File: src/rtl/cpu_pkg.sv
// ============================================================================
// Module : cpu_pkg
// Brief  : Shared CPU pipeline widths, branch encodings and MEM/WB control bundle.
// Rev    : 1.0
// ============================================================================
`default_nettype none

package cpu_pkg;

  localparam int DEF_DATA_W       = 32;
  localparam int DEF_REG_W        = 6;
  localparam int DEF_FLUSH_CYCLES = 2;
  localparam int CNT_W            = 3;

  localparam logic BR_ZERO = 1'b0;
  localparam logic BR_NEG  = 1'b1;

  typedef struct packed {
    logic mem_read;
    logic mem_write;
    logic reg_write;
    logic mem_to_reg;
  } mem_ctrl_t;

  // An invalid instruction must never assert a memory or register-file side effect.
  function automatic mem_ctrl_t gate_ctrl(input mem_ctrl_t c, input logic v);
    return v ? c : '0;
  endfunction

endpackage

`default_nettype wire

File: src/rtl/squash_ctr.sv
// ============================================================================
// Module : squash_ctr
// Brief  : 3-bit loadable down-counter; priority rst > hold > load > decrement.
// Rev    : 1.0
// ============================================================================
`default_nettype none

module squash_ctr
  import cpu_pkg::*;
(
  input  logic             clk,
  input  logic             rst,
  input  logic             hold,
  input  logic             load,
  input  logic [CNT_W-1:0] load_val,
  output logic [CNT_W-1:0] cnt,
  output logic             nonzero
);

  logic [CNT_W-1:0] cnt_q;
  logic [CNT_W-1:0] cnt_d;

  always_comb begin
    cnt_d = cnt_q;
    if (!hold) begin
      if (load) begin
        cnt_d = load_val;
      end else if (cnt_q != '0) begin
        cnt_d = cnt_q - CNT_W'(1);
      end
    end
  end

  always_ff @(posedge clk) begin
    if (rst) begin
      cnt_q <= '0;
    end else begin
      cnt_q <= cnt_d;
    end
  end

  assign cnt     = cnt_q;
  assign nonzero = (cnt_q != '0);

endmodule

`default_nettype wire

File: src/rtl/exmem_buf.sv
// ============================================================================
// Module : exmem_buf
// Brief  : EX/MEM pipeline register with branch resolution and wrong-path squash.
//          Optional EXMEM_STATS_EN adds taken/squash event counters.
// Rev    : 1.0
// ============================================================================
`default_nettype none

module exmem_buf
  import cpu_pkg::*;
#(
  parameter int DATA_W       = DEF_DATA_W,
  parameter int REG_W        = DEF_REG_W,
  parameter int FLUSH_CYCLES = DEF_FLUSH_CYCLES
) (
  input  logic              clk,
  input  logic              rst,
  input  logic              stall,
  input  logic              flush,
  input  logic              valid_in,
  input  logic              branch_in,
  input  logic              branch_cond_in,
  input  logic              zero_in,
  input  logic              neg_in,
  input  logic              mem_read_in,
  input  logic              mem_write_in,
  input  logic              reg_write_in,
  input  logic              mem_to_reg_in,
  input  logic [DATA_W-1:0] alu_result_in,
  input  logic [DATA_W-1:0] store_data_in,
  input  logic [REG_W-1:0]  rd_in,
  input  logic [DATA_W-1:0] branch_target_in,
  output logic              valid_out,
  output logic              mem_read_out,
  output logic              mem_write_out,
  output logic              reg_write_out,
  output logic              mem_to_reg_out,
  output logic [DATA_W-1:0] alu_result_out,
  output logic [DATA_W-1:0] store_data_out,
  output logic [DATA_W-1:0] branch_target_out,
  output logic [REG_W-1:0]  rd_out,
  output logic              pc_src,
`ifdef EXMEM_STATS_EN
  output logic [15:0]       taken_cnt,
  output logic [15:0]       squash_cnt,
`endif
  output logic              flush_req
);

  localparam logic [CNT_W-1:0] C_FLUSH_LOAD = CNT_W'(FLUSH_CYCLES);

  logic              valid_q,  valid_d;
  mem_ctrl_t         ctrl_q,   ctrl_d;
  logic [DATA_W-1:0] alu_q,    alu_d;
  logic [DATA_W-1:0] store_q,  store_d;
  logic [DATA_W-1:0] target_q, target_d;
  logic [REG_W-1:0]  rd_q,     rd_d;
  logic              pc_src_q, pc_src_d;

  logic [CNT_W-1:0]  cnt;
  logic              cnt_nz;
  logic              squash;
  logic              cond_met;
  logic              taken;
  logic              bubble;
  logic [CNT_W-1:0]  cnt_load_val;
  mem_ctrl_t         ctrl_in;

  assign squash       = (cnt != '0);
  assign cond_met     = (branch_cond_in == BR_NEG) ? neg_in : zero_in;
  assign taken        = valid_in & branch_in & cond_met & ~squash & ~flush;
  assign bubble       = flush | squash;
  assign cnt_load_val = taken ? C_FLUSH_LOAD : '0;
  assign ctrl_in      = '{mem_read:   mem_read_in,
                          mem_write:  mem_write_in,
                          reg_write:  reg_write_in,
                          mem_to_reg: mem_to_reg_in};

  always_comb begin
    valid_d  = valid_q;
    ctrl_d   = ctrl_q;
    alu_d    = alu_q;
    store_d  = store_q;
    target_d = target_q;
    rd_d     = rd_q;
    pc_src_d = pc_src_q;
    if (!stall) begin
      if (bubble) begin
        valid_d  = 1'b0;
        ctrl_d   = '0;
        alu_d    = '0;
        store_d  = '0;
        target_d = '0;
        rd_d     = '0;
        pc_src_d = 1'b0;
      end else begin
        valid_d  = valid_in;
        ctrl_d   = gate_ctrl(ctrl_in, valid_in);
        alu_d    = alu_result_in;
        store_d  = store_data_in;
        target_d = branch_target_in;
        rd_d     = rd_in;
        pc_src_d = taken;
      end
    end
  end

  always_ff @(posedge clk) begin
    if (rst) begin
      valid_q  <= 1'b0;
      ctrl_q   <= '0;
      alu_q    <= '0;
      store_q  <= '0;
      target_q <= '0;
      rd_q     <= '0;
      pc_src_q <= 1'b0;
    end else begin
      valid_q  <= valid_d;
      ctrl_q   <= ctrl_d;
      alu_q    <= alu_d;
      store_q  <= store_d;
      target_q <= target_d;
      rd_q     <= rd_d;
      pc_src_q <= pc_src_d;
    end
  end

  // A normal load always reloads the counter, which clears it for non-branches.
  squash_ctr u_squash_ctr (
    .clk      (clk),
    .rst      (rst),
    .hold     (stall),
    .load     (~bubble),
    .load_val (cnt_load_val),
    .cnt      (cnt),
    .nonzero  (cnt_nz)
  );

`ifdef EXMEM_STATS_EN
  logic [15:0] taken_cnt_q,  taken_cnt_d;
  logic [15:0] squash_cnt_q, squash_cnt_d;

  always_comb begin
    taken_cnt_d  = taken_cnt_q;
    squash_cnt_d = squash_cnt_q;
    if (!stall) begin
      if (!bubble && taken && (taken_cnt_q != 16'hFFFF)) begin
        taken_cnt_d = taken_cnt_q + 16'd1;
      end
      if (squash && (squash_cnt_q != 16'hFFFF)) begin
        squash_cnt_d = squash_cnt_q + 16'd1;
      end
    end
  end

  always_ff @(posedge clk) begin
    if (rst) begin
      taken_cnt_q  <= '0;
      squash_cnt_q <= '0;
    end else begin
      taken_cnt_q  <= taken_cnt_d;
      squash_cnt_q <= squash_cnt_d;
    end
  end

  assign taken_cnt  = taken_cnt_q;
  assign squash_cnt = squash_cnt_q;
`endif

  assign valid_out         = valid_q;
  assign mem_read_out      = ctrl_q.mem_read;
  assign mem_write_out     = ctrl_q.mem_write;
  assign reg_write_out     = ctrl_q.reg_write;
  assign mem_to_reg_out    = ctrl_q.mem_to_reg;
  assign alu_result_out    = alu_q;
  assign store_data_out    = store_q;
  assign branch_target_out = target_q;
  assign rd_out            = rd_q;
  assign pc_src            = pc_src_q;
  assign flush_req         = cnt_nz;

endmodule

`default_nettype wire

File: config.mk
export PLATFORM = sky130hd
export DESIGN_NAME = exmem_buf
export DESIGN_NICKNAME = d
export VERILOG_FILES = /design/src/rtl/cpu_pkg.sv /design/src/rtl/squash_ctr.sv /design/src/rtl/exmem_buf.sv
export SDC_FILE = /design/constraint.sdc
export NUM_CORES = 1
export LEC_CHECK = 0
export CAP_MARGIN = 20
export CORE_MARGIN = 2
export CORE_UTILIZATION = 40
export CTS_CLUSTER_SIZE = 8
export DETAILED_ROUTE_END_ITERATION = 10
export GPL_ROUTABILITY_DRIVEN = 0
export PLACE_DENSITY = 0.81
export SLEW_MARGIN = 20
export SYNTH_ARGS = -nofsm -noshare
export SYNTH_HDL_FRONTEND = slang
export SYNTH_HIERARCHICAL = 1
export SYNTH_SLANG_ARGS = --single-unit
File: constraint.sdc
create_clock -name clk -period 2.2 [get_ports clk]
set_clock_uncertainty 0.2 [all_clocks]
set_input_delay 0.44 -clock clk [delete_from_list [all_inputs] [get_ports clk]]
set_output_delay 0.44 -clock clk [all_outputs]
set_load 0.01 [all_outputs]
### Word level (Yosys, flattened, before mapping)

Cells that the tools add are included.

| storage, ports and cells | value |
|---|---|
| flip-flop bits (word level) | 111 |
| output and inout bits | 109 |

| cells by class | value |
|---|---|
| $add $sub $neg | 1 |
| equal/unequal tests | 1 |
| mux-type cells | 12 |
| bitwise operators | 8 |
| reduce and logical (&&, ||, !) cells | 2 |

Operator list:

| operator | number |
|---|---|
| two-way mux 32 bit | 3 |
| two-way mux 4 bit | 2 |
| two-way mux 3 bit | 2 |
| two-way mux 6 bit | 1 |
| bitwise AND 1 bit | 4 |
| two-way mux 1 bit | 3 |
| NOT 1 bit | 3 |
| nonzero test 3 bit | 1 |
| subtractor 3 x 1 -> 3 bit, second input constant | 1 |
| two-way mux 2 bit | 1 |
| inequality test 2 bit, second input constant | 1 |
| AND reduction 2 bit | 1 |
| bitwise OR 1 bit | 1 |

### Longest topological paths before layout

Gate-level depths: netlist of the first run.

| logic depth | value |
|---|---|
| word-level depth | 6 |
| gate-level depth with buffers | 6 |
| depth with buffers taken out | 5 |

### By module

Netlist of the first run, hierarchy kept.

By module, submodules not included:

| module | times used | cells each | area each (um2) | seq. area each (um2) |
|---|---|---|---|---|
| exmem_buf | 1 | 485 | 4165.2 | 2162.1 |
| squash_ctr | 1 | 25 | 209.0 | 60.1 |

### Least setup slack after synthesis of the first run

OpenSTA, ideal clock, no wires.

| path | value |
|---|---|
| path kind | input-to-reg |
| from | input port flush |
| to | register u_squash_ctr.cnt_q[0] (netlist: u_squash_ctr/cnt[0]) |
| library setup time | 0.070 ns |
| arrival | 1.787 ns |
| setup slack | 0.144 ns |
| stages on the path | 6 |
| path buffers | 2 |
| cell sequence | nor4_2 -> buf_2 -> buf_2 -> nor3b_2 -> or4_1 -> a21oi_1 |

| on the way | value |
|---|---|
| cells in the longest elaborated chain, start to end | 3 |
| elaborated cells between the ends (all ways) | 4 |
| classes of those cells | eq/ne: 1; mux: 1; bitwise: 1; reduce/logical: 1 |

RTL lines:

| item | RTL line | RTL |
|---|---|---|
| start: declaration | exmem_buf.sv:19 | `input logic flush,` |
| bitwise OR 1 bit * | exmem_buf.sv:72 | `assign bubble = flush \| squash;` |
| inequality test 2 bit (no source line) | n/a |  |
| AND reduction 2 bit (no source line) | n/a |  |
| end signal: assignment | squash_ctr.sv:38 | `cnt_q <= cnt_d;` |
| end: declaration | squash_ctr.sv:20 | `logic [CNT_W-1:0] cnt_q;` |

Every way passes the cells marked *; elsewhere a longest branch is shown, timed or not.
A chain may end at the register's enable or synchronous reset.

### Final worst setup path of the first run

| path | value |
|---|---|
| from | register u_squash_ctr.cnt_q[0] (netlist: u_squash_ctr/cnt[0]) |
| to | output port flush_req |

| on the way | value |
|---|---|
| cells in the longest elaborated chain, start to end | 1 |

RTL lines:

| item | RTL line | RTL |
|---|---|---|
| nonzero test 3 bit | squash_ctr.sv:43 | `assign nonzero = (cnt_q != '0);` |
| end: declaration | exmem_buf.sv:47 | `output logic flush_req` |

No other way between the ends.

==> key figures, run 1 <==
Power and ir drop
  • Clock power share: 0.260
  • P_sw: 1.32 mW
  • Comb pwr share: 0.268
  • Flop pwr share: 0.473
  • P_int: approximately 3.4 mW
  • Sw Ratio: 0.280
  • Static leakage: 2.33 nW
  • Power Dens Cells: a little under 700 nW/um2
  • VDD IR-drop max: slightly above 0.0004 V
  • Total Power: about 4.7 mW

STA
  • Fmax achieved: around 500 MHz
  • Worst Slack Setup Final: approximately 0.20 ns
  • RSZ-0062 raised after global routing: false
  • Fin crit share: 0.910
  • Rel. slew slack: 0.648
  • Tmin final: ~2 ns
  • Setup violators final: 0
  • Final Max Slew Viols: 0
  • Final count of hold timing violations: 0
  • Worst-Margin Slew: about 0.53 ns

Status
  • Status: finished clean

Critical path
  • Req. time, crit path: about 1.6 ns
  • Crit. End Element: output port
  • R2R setup slack: 0.41 ns
  • Type of the worst setup path: reg2out
  • Worst setup SP type: register
  • Largest fanout on the critical path: 4
  • Data arrival, critical path: ~1.4 ns

GRT
  • Initial antenna violation count: 0
  • Vias in the first global route: roughly 4100
  • GRT Residual Overflow: 0
  • First-pass GRT wire length: between 15000 and 20000 um
  • Total GRT Usage: 0.206
  • Largest net degree at the start of global routing: between 70 and 80

Layout
  • Multi-input gate area: approximately 2000 um2
  • Ant diodes: 0
  • Register Area: ~2200 um2
  • Final Cell Area: around 7000 um2
  • Layout cell share with drive strength beyond 1: 0.0531
  • Nets: slightly above 800
  • Fillcell total: 907
  • Syn-to-layout area delta: 59.8%

Synth
  • Most frequent cell after synthesis: dfxtp_1
  • Synthesized area per cell: 8.58 um2
  • Cell taking the most area after synthesis: dfxtp_1
  • Top cells by area, synth: dfxtp_1 (51%), nand3b_1 (18%), a21oi_1 (13%), nand2_1 (9.4%), clkbuf_1 (2.6%)
  • Distinct cell type count after synthesis: 26
  • Number of synthesized flops with an enable pin: 0
  • Cell area after synthesis: approximately 4400 um2
  • Async set or reset register ratio after synthesis: 0
  • Area share of the largest cell type after synthesis: 0.508
  • Most instantiated cells after synthesis: dfxtp_1 (111), a21oi_1 (110), nand2_1 (110)
  • Post-synthesis sequential area ratio: 0.508
  • Gate Count Post-Synth: between 500 and 600
  • Number of synthesis warnings: 6
  • Main flop type after synthesis: dfxtp_1
  • Synth Register Bits: between 100 and 150

Clock tree
  • Setup Fix Bufs, Post-CTS: 0
  • Buffer depth of the longest clock path: 2
  • Clock Latency Late Sink: 0.35 ns
  • Root buf cell: clkbuf_8
  • Worst-path clk slew: 0.09 ns
  • Clock tree sinks: around 110
  • H-Tree Level Count: 3
  • TritonCTS buffer count: 9
  • TritonCTS clock tree: built

Route
  • Routed length on met2: about 6200 um
  • Met3 wire length: between 1000 and 1500 um
  • # DRC: 0
  • Wirelength per Cell: 14.8 um
  • DRT antenna net count: 0
  • Metal-1 WL: a little over 5000 um
  • Iter 0 DRT Violations: between 200 and 300
  • Post-Route WL: 12600 um
  • Top Layer Used: met4
  • Vias: approximately 4300
  • Via density: around 5.0
  • Drt first pass iters: 6

Placement
  • Post-DP HPWL: around 9000 um
  • # port buffers: about 220
  • Post-DP Area: roughly 6800 um2
  • Setup WS pre-CTS: -0.0707 ns

Min path
  • Worst Hold Class: in2reg

Die
  • Core area: roughly 11000 um2
  • Die W: between 100 and 150 um
  • Die area: around 12000 um2
  • FP Rows: 38
  • IO Pins: 224
  • Die Ht: 109 um
  • Initial Util: 0.407

Job
  • Number of max-cap violations: 0
-- timing repair --
| action | 4_1_cts | 5_1_grt |
|---|---|---|
| hold buffers | 0 | 0 |
| setup endpoints to repair | 1 | 0 |
| gates resized for setup | 3 | 0 |
-- stage by stage --
step | setup TNS, ns | instances | utilization | hold WS (ns)
3_5_place_dp | -1.34 | 840 | 0.632 | 0.251
6_report | 0 | 856 | 0.650 | 0.130
3_3_place_gp | -0.0119 | 840 | 0.632 | 0.247
2_1_floorplan | 0 | 512 | - | 0.274
4_1_cts | 0 | 856 | 0.650 | 0.101
5_1_grt | 0 | 856 | 0.650 | 0.108
-- metal layers --
layer,up-vias,GRT usage
met5,-,0
met4,0,0.0842
met3,30,0.0615
met2,152,0.361
met1,1961,0.234
li1,2133,-
-- critical path, stage by stage, from the launching register on --
cell and delay (ns):
dfxtp_2 0.38, inv_1 0.07, ha_1 0.22, nand2b_1 0.07
dlygate4sd2_1 0.26
-- cell type report --
cell class,count,area share
flip-flops and latches,111,0.318
clock inverters,5,0.00806
well taps,140,0.0251
multi-input cells,350,0.280
inverters,3,0.00161
repair buffers,236,0.347
clock buffers,11,0.0202
-- flip-flops by register name, summed over array words and instances (netlist names) --
| signal | cells |
|---|---|
| mem_write_out | 1 |
| mem_read_out | 1 |
| alu_result_out | 32 |
| rd_out | 6 |
| mem_to_reg_out | 1 |
| valid_out | 1 |
| pc_src | 1 |
| reg_write_out | 1 |
| store_data_out | 32 |
| u_squash_ctr/cnt | 3 |
| branch_target_out | 32 |
-- cells by family after synthesis --
logic type | count (synthesis) | share of synthesized area
other cells | 1 | 0.000857
fa+ha+maj | 2 | 0.00572
simple gates | 228 | 0.299
mux | 1 | 0.00257
flops | 111 | 0.508
compound gates | 116 | 0.136
buf+inv | 51 | 0.0483
-- cells in the final DEF (no fill, tap or decap), types with 4 or more instances in the layout --
cell / synthesis / final
dfxtp_1: 111 / 109
nand2_1: 110 / 110
clkbuf_8: 0 / 10
nand4b_1: 4 / 4
a21oi_1: 110 / 110
nand3b_1: 103 / 103
clkdlybuf4s50_1: 0 / 220
buf_12: 0 / 8
buf_4: 0 / 7
-- power groups by stage --
stage	combinational, mW	clock (mW)	sequential (mW)
2_1_floorplan	0.527	0	2.32
3_3_place_gp	1.24	0	2.27
3_5_place_dp	1.27	0	2.27
4_1_cts	1.27	1.27	2.23
5_1_grt	1.37	1.35	2.25
6_report	1.26	1.23	2.23
-- final timing paths --
kind	cells past startpoint	from	to
worst min register to register	2	branch_target_out[2]	branch_target_out[2]
worst max register to register	6	u_squash_ctr/cnt[2]	u_squash_ctr/cnt[1]
worst max-delay path	4	u_squash_ctr/cnt[0]	flush_req
worst min-delay path	2	rst	alu_result_out[19]
Power figures use the tool's default switching activity.
==> run 2, diff against run 1 <==
SLEW_MARGIN = 5   (was 20)
==> results of run 2 <==
The final DEF is identical to that of run 1; final timing and power are the same.
==> run 3, diff against run 2 <==
CORE_UTILIZATION = 36   (was 40)
PLACE_DENSITY = 0.74   (was 0.81)
==> run 3 against run 2 <==
Clock-buffer cell count did not move; die area rose by 11%; routed wire length fell by 1.0%; cell count rose by 0.23%; combinational power barely moved; register-to-register slack improved by 0.02 ns; flip-flop and latch count did not move; first-iteration DRC count fell by 8.5%; setup slack barely moved; clock power rose by 19%; critical endpoint unchanged; largest cell class unchanged; largest power group unchanged; highest routed layer unchanged.
==> key figures, run 3 (synthesized netlist as in run 1, its figures left out) <==
Placement
  • Post-DP HPWL: 8650 um (-3.5%)
  • Placed cell count: 845 (+0.60%)
  • # port buffers: 223 (unchanged)
  • Setup WS pre-CTS: -0.0794 ns (-0.00868 ns)
  • Post-DP Area: 6750 um2 (-0.64%)

Clock tree
  • TritonCTS buffer count: 9 (unchanged)
  • Clock tree sinks: 111 (unchanged)
  • TritonCTS clock tree: built
  • Root buf cell: clkbuf_16
  • H-Tree Level Count: 3 (unchanged)
  • CTS Hold Bufs: 0 (unchanged)
  • Worst-path clk slew: 0.06 ns (-0.03 ns)
  • Buffer depth of the longest clock path: 2 (unchanged)
  • Clock Latency Late Sink: 0.34 ns (about the same)

Critical path
  • FF-to-FF End: alu_result_out[21]
  • Data arrival, critical path: 1.36 ns (about the same)
  • Crit. End Element: output port
  • Crit-path cells: inv_1 -> ha_1 -> nand2b_1 -> dlygate4sd2_1
  • Slowest cell delay on critical path: 0.38 ns (about the same)
  • Worst setup SP type: register
  • CP max stage cell: dfxtp_2
  • Req. time, crit path: 1.56 ns (about the same)
  • Type of the worst setup path: reg2out
  • R2R setup slack: 0.43 ns (+0.02 ns)
  • R2R cell count: 5 (-1)
  • Largest fanout on the critical path: 4 (unchanged)
  • RR Startpoint: u_squash_ctr/cnt[2]

GRT
  • First-pass GRT wire length: 19500 um (+0.57%)
  • Vias in the first global route: 4085 (+0.15%)
  • Total GRT Usage: 0.184 (-0.0223)
  • Initial antenna violation count: 0 (unchanged)
  • GRT Residual Overflow: 0 (unchanged)
  • Largest net degree at the start of global routing: 146 (+97%)

Layout
  • Layout cell share with drive strength beyond 1: 0.0464 (-0.00666)
  • Syn-to-layout area delta: 60.0%
  • Commonest non-fill, non-tap cells in the layout: clkdlybuf4s50_1 (220), nand2_1 (110), a21oi_1 (110)
  • Finished Core Util: 0.588 (-0.0627)
  • Final std cells w/o fill: 858 (+0.23%)
  • Ant diodes: 0 (unchanged)
  • Nets: 826 (-0.24%)
  • Leading cell type in the layout, fill and taps excluded: clkdlybuf4s50_1
  • Final Cell Area: 7000 um2 (+0.16%)

Route
  • Wirelength per Cell: 14.6 um (-1.2%)
  • Via density: 4.98 (-0.40%)
  • Post-Route WL: 12500 um (-1.0%)
  • Drt first pass iters: 6 (unchanged)
  • Vias: 4269 (-0.16%)
  • # DRC: 0 (unchanged)
  • DRT antenna net count: 0 (unchanged)
  • Iter 0 DRT Violations: 249 (-8.5%)

STA
  • Tmin final: 2.00 ns (+0.000398 ns)
  • Fmax achieved: 500 MHz (about the same)
  • Worst Slack Setup Final: 0.198 ns (-0.000398 ns)
  • Setup violators final: 0 (unchanged)
  • Fin crit share: 0.910 (about the same)
  • Worst-Margin Slew: 0.526 ns (-0.00224 ns)
  • Rel. slew slack: 0.650 (+0.00149)
  • RSZ-0062 raised after global routing: false
  • Final count of hold timing violations: 0 (unchanged)
  • Final Max Slew Viols: 0 (unchanged)

Die
  • Core area: 11900 um2 (+11%)
  • Die Ht: 114 um (+5.2%)
  • Initial Util: 0.367 (-0.0399)
  • Die area: 13000 um2 (+11%)
  • IO Pins: 224 (unchanged)
  • FP Rows: 40 (+5.3%)
  • Die W: 114 um (+5.2%)

Power and ir drop
  • Static leakage: 2.33 nW (+0.19%)
  • VDD IR-drop max: 0.000355 V (-13%)
  • Power Dens Cells: 703 nW/um2 (+4.1%)

Job
  • Number of max-cap violations: 0 (unchanged)

Min path
  • Hold_sp: stall
  • Hold depth: 2 (unchanged)
  • Worst Hold Class: in2reg
  • Worst Hold End: u_squash_ctr/cnt[2]

Status
  • Status: finished clean
-- run 3: cell types whose count changed in the layout (fill, tap and decap cells not counted) --
cell and delta:
buf_12 -3, buf_4 +1, bufinv_16 -1, clkbuf_16 +9, clkbuf_8 -9, clkinvlp_4 -1, inv_6 -1
-- run 3: per-layer routing --
| metal | GRT usage | up-vias | share of wire |
|---|---|---|---|
| li1 | - | 2131 | - |
| met1 | 0.213 | 1960 | 0.42 |
| met2 | 0.308 | 151 | 0.47 |
| met3 | 0.0630 | 27 | 0.086 |
| met4 | 0.0821 | 0 | 0.027 |
| met5 | 0 | - | 0 |
-- run 3: where the power goes --
part	switching [mW]	internal [mW]	total, mW
clock network	0.679	0.777	1.46
registers	0.0817	2.15	2.23
logic	0.569	0.664	1.23
total	1.33	3.59	4.92
-- run 3: critical path: cells and delay by family (launching register included) --
| family | cells | cell delay [ns] |
|---|---|---|
| fa+ha+maj | 1 | 0.23 |
| simple gates | 1 | 0.07 |
| flops | 1 | 0.38 |
| buf+inv | 2 | 0.34 |
-- run 3: how the worst max path moves through the flow --
| stage | from | end | slack (ns) | cells after the start |
|---|---|---|---|---|
| 2_1_floorplan | flush | u_squash_ctr/cnt[0] | 0.14 | 6 |
| 3_3_place_gp | flush | alu_result_out[31] | -0.02 | 6 |
| 6_report | u_squash_ctr/cnt[0] | flush_req | 0.20 | 4 |
| 5_1_grt | u_squash_ctr/cnt[0] | flush_req | 0.1 | 4 |
| 3_5_place_dp | flush | alu_result_out[21] | -0.08 | 6 |
| 4_1_cts | u_squash_ctr/cnt[0] | flush_req | 0.18 | 4 |
-- run 3: cell type report --
class / instances / area (um2)
Clock inverter: 2 / 10.0
Timing Repair Buffer: 234 / 2370
Multi-Input combinational cell: 350 / 1960
Clock buffer: 11 / 243
Sequential cell: 111 / 2220
Fill cell: 1053 / 4910
Tap cell: 147 / 184
Inverter: 3 / 11.3
-- run 3: what timing repair did --
| action | 4_1_cts | 5_1_grt |
|---|---|---|
| buffers inserted | 0 | 0 |
| resized for setup | 3 | 0 |
| endpoints found under the setup margin | 1 | 0 |
-- run 3: metrics by stage --
| step | TNS (ns) | total power, mW | hold slack (ns) |
|---|---|---|---|
| global placement | -0.0517 | 3.49 | 0.238 |
| global route | 0 | 5.17 | 0.205 |
| detailed placement | -0.807 | 3.52 | 0.251 |
| CTS | 0 | 4.98 | 0.195 |
| floorplan | 0 | 2.85 | 0.274 |
| finish | 0 | 4.92 | 0.208 |
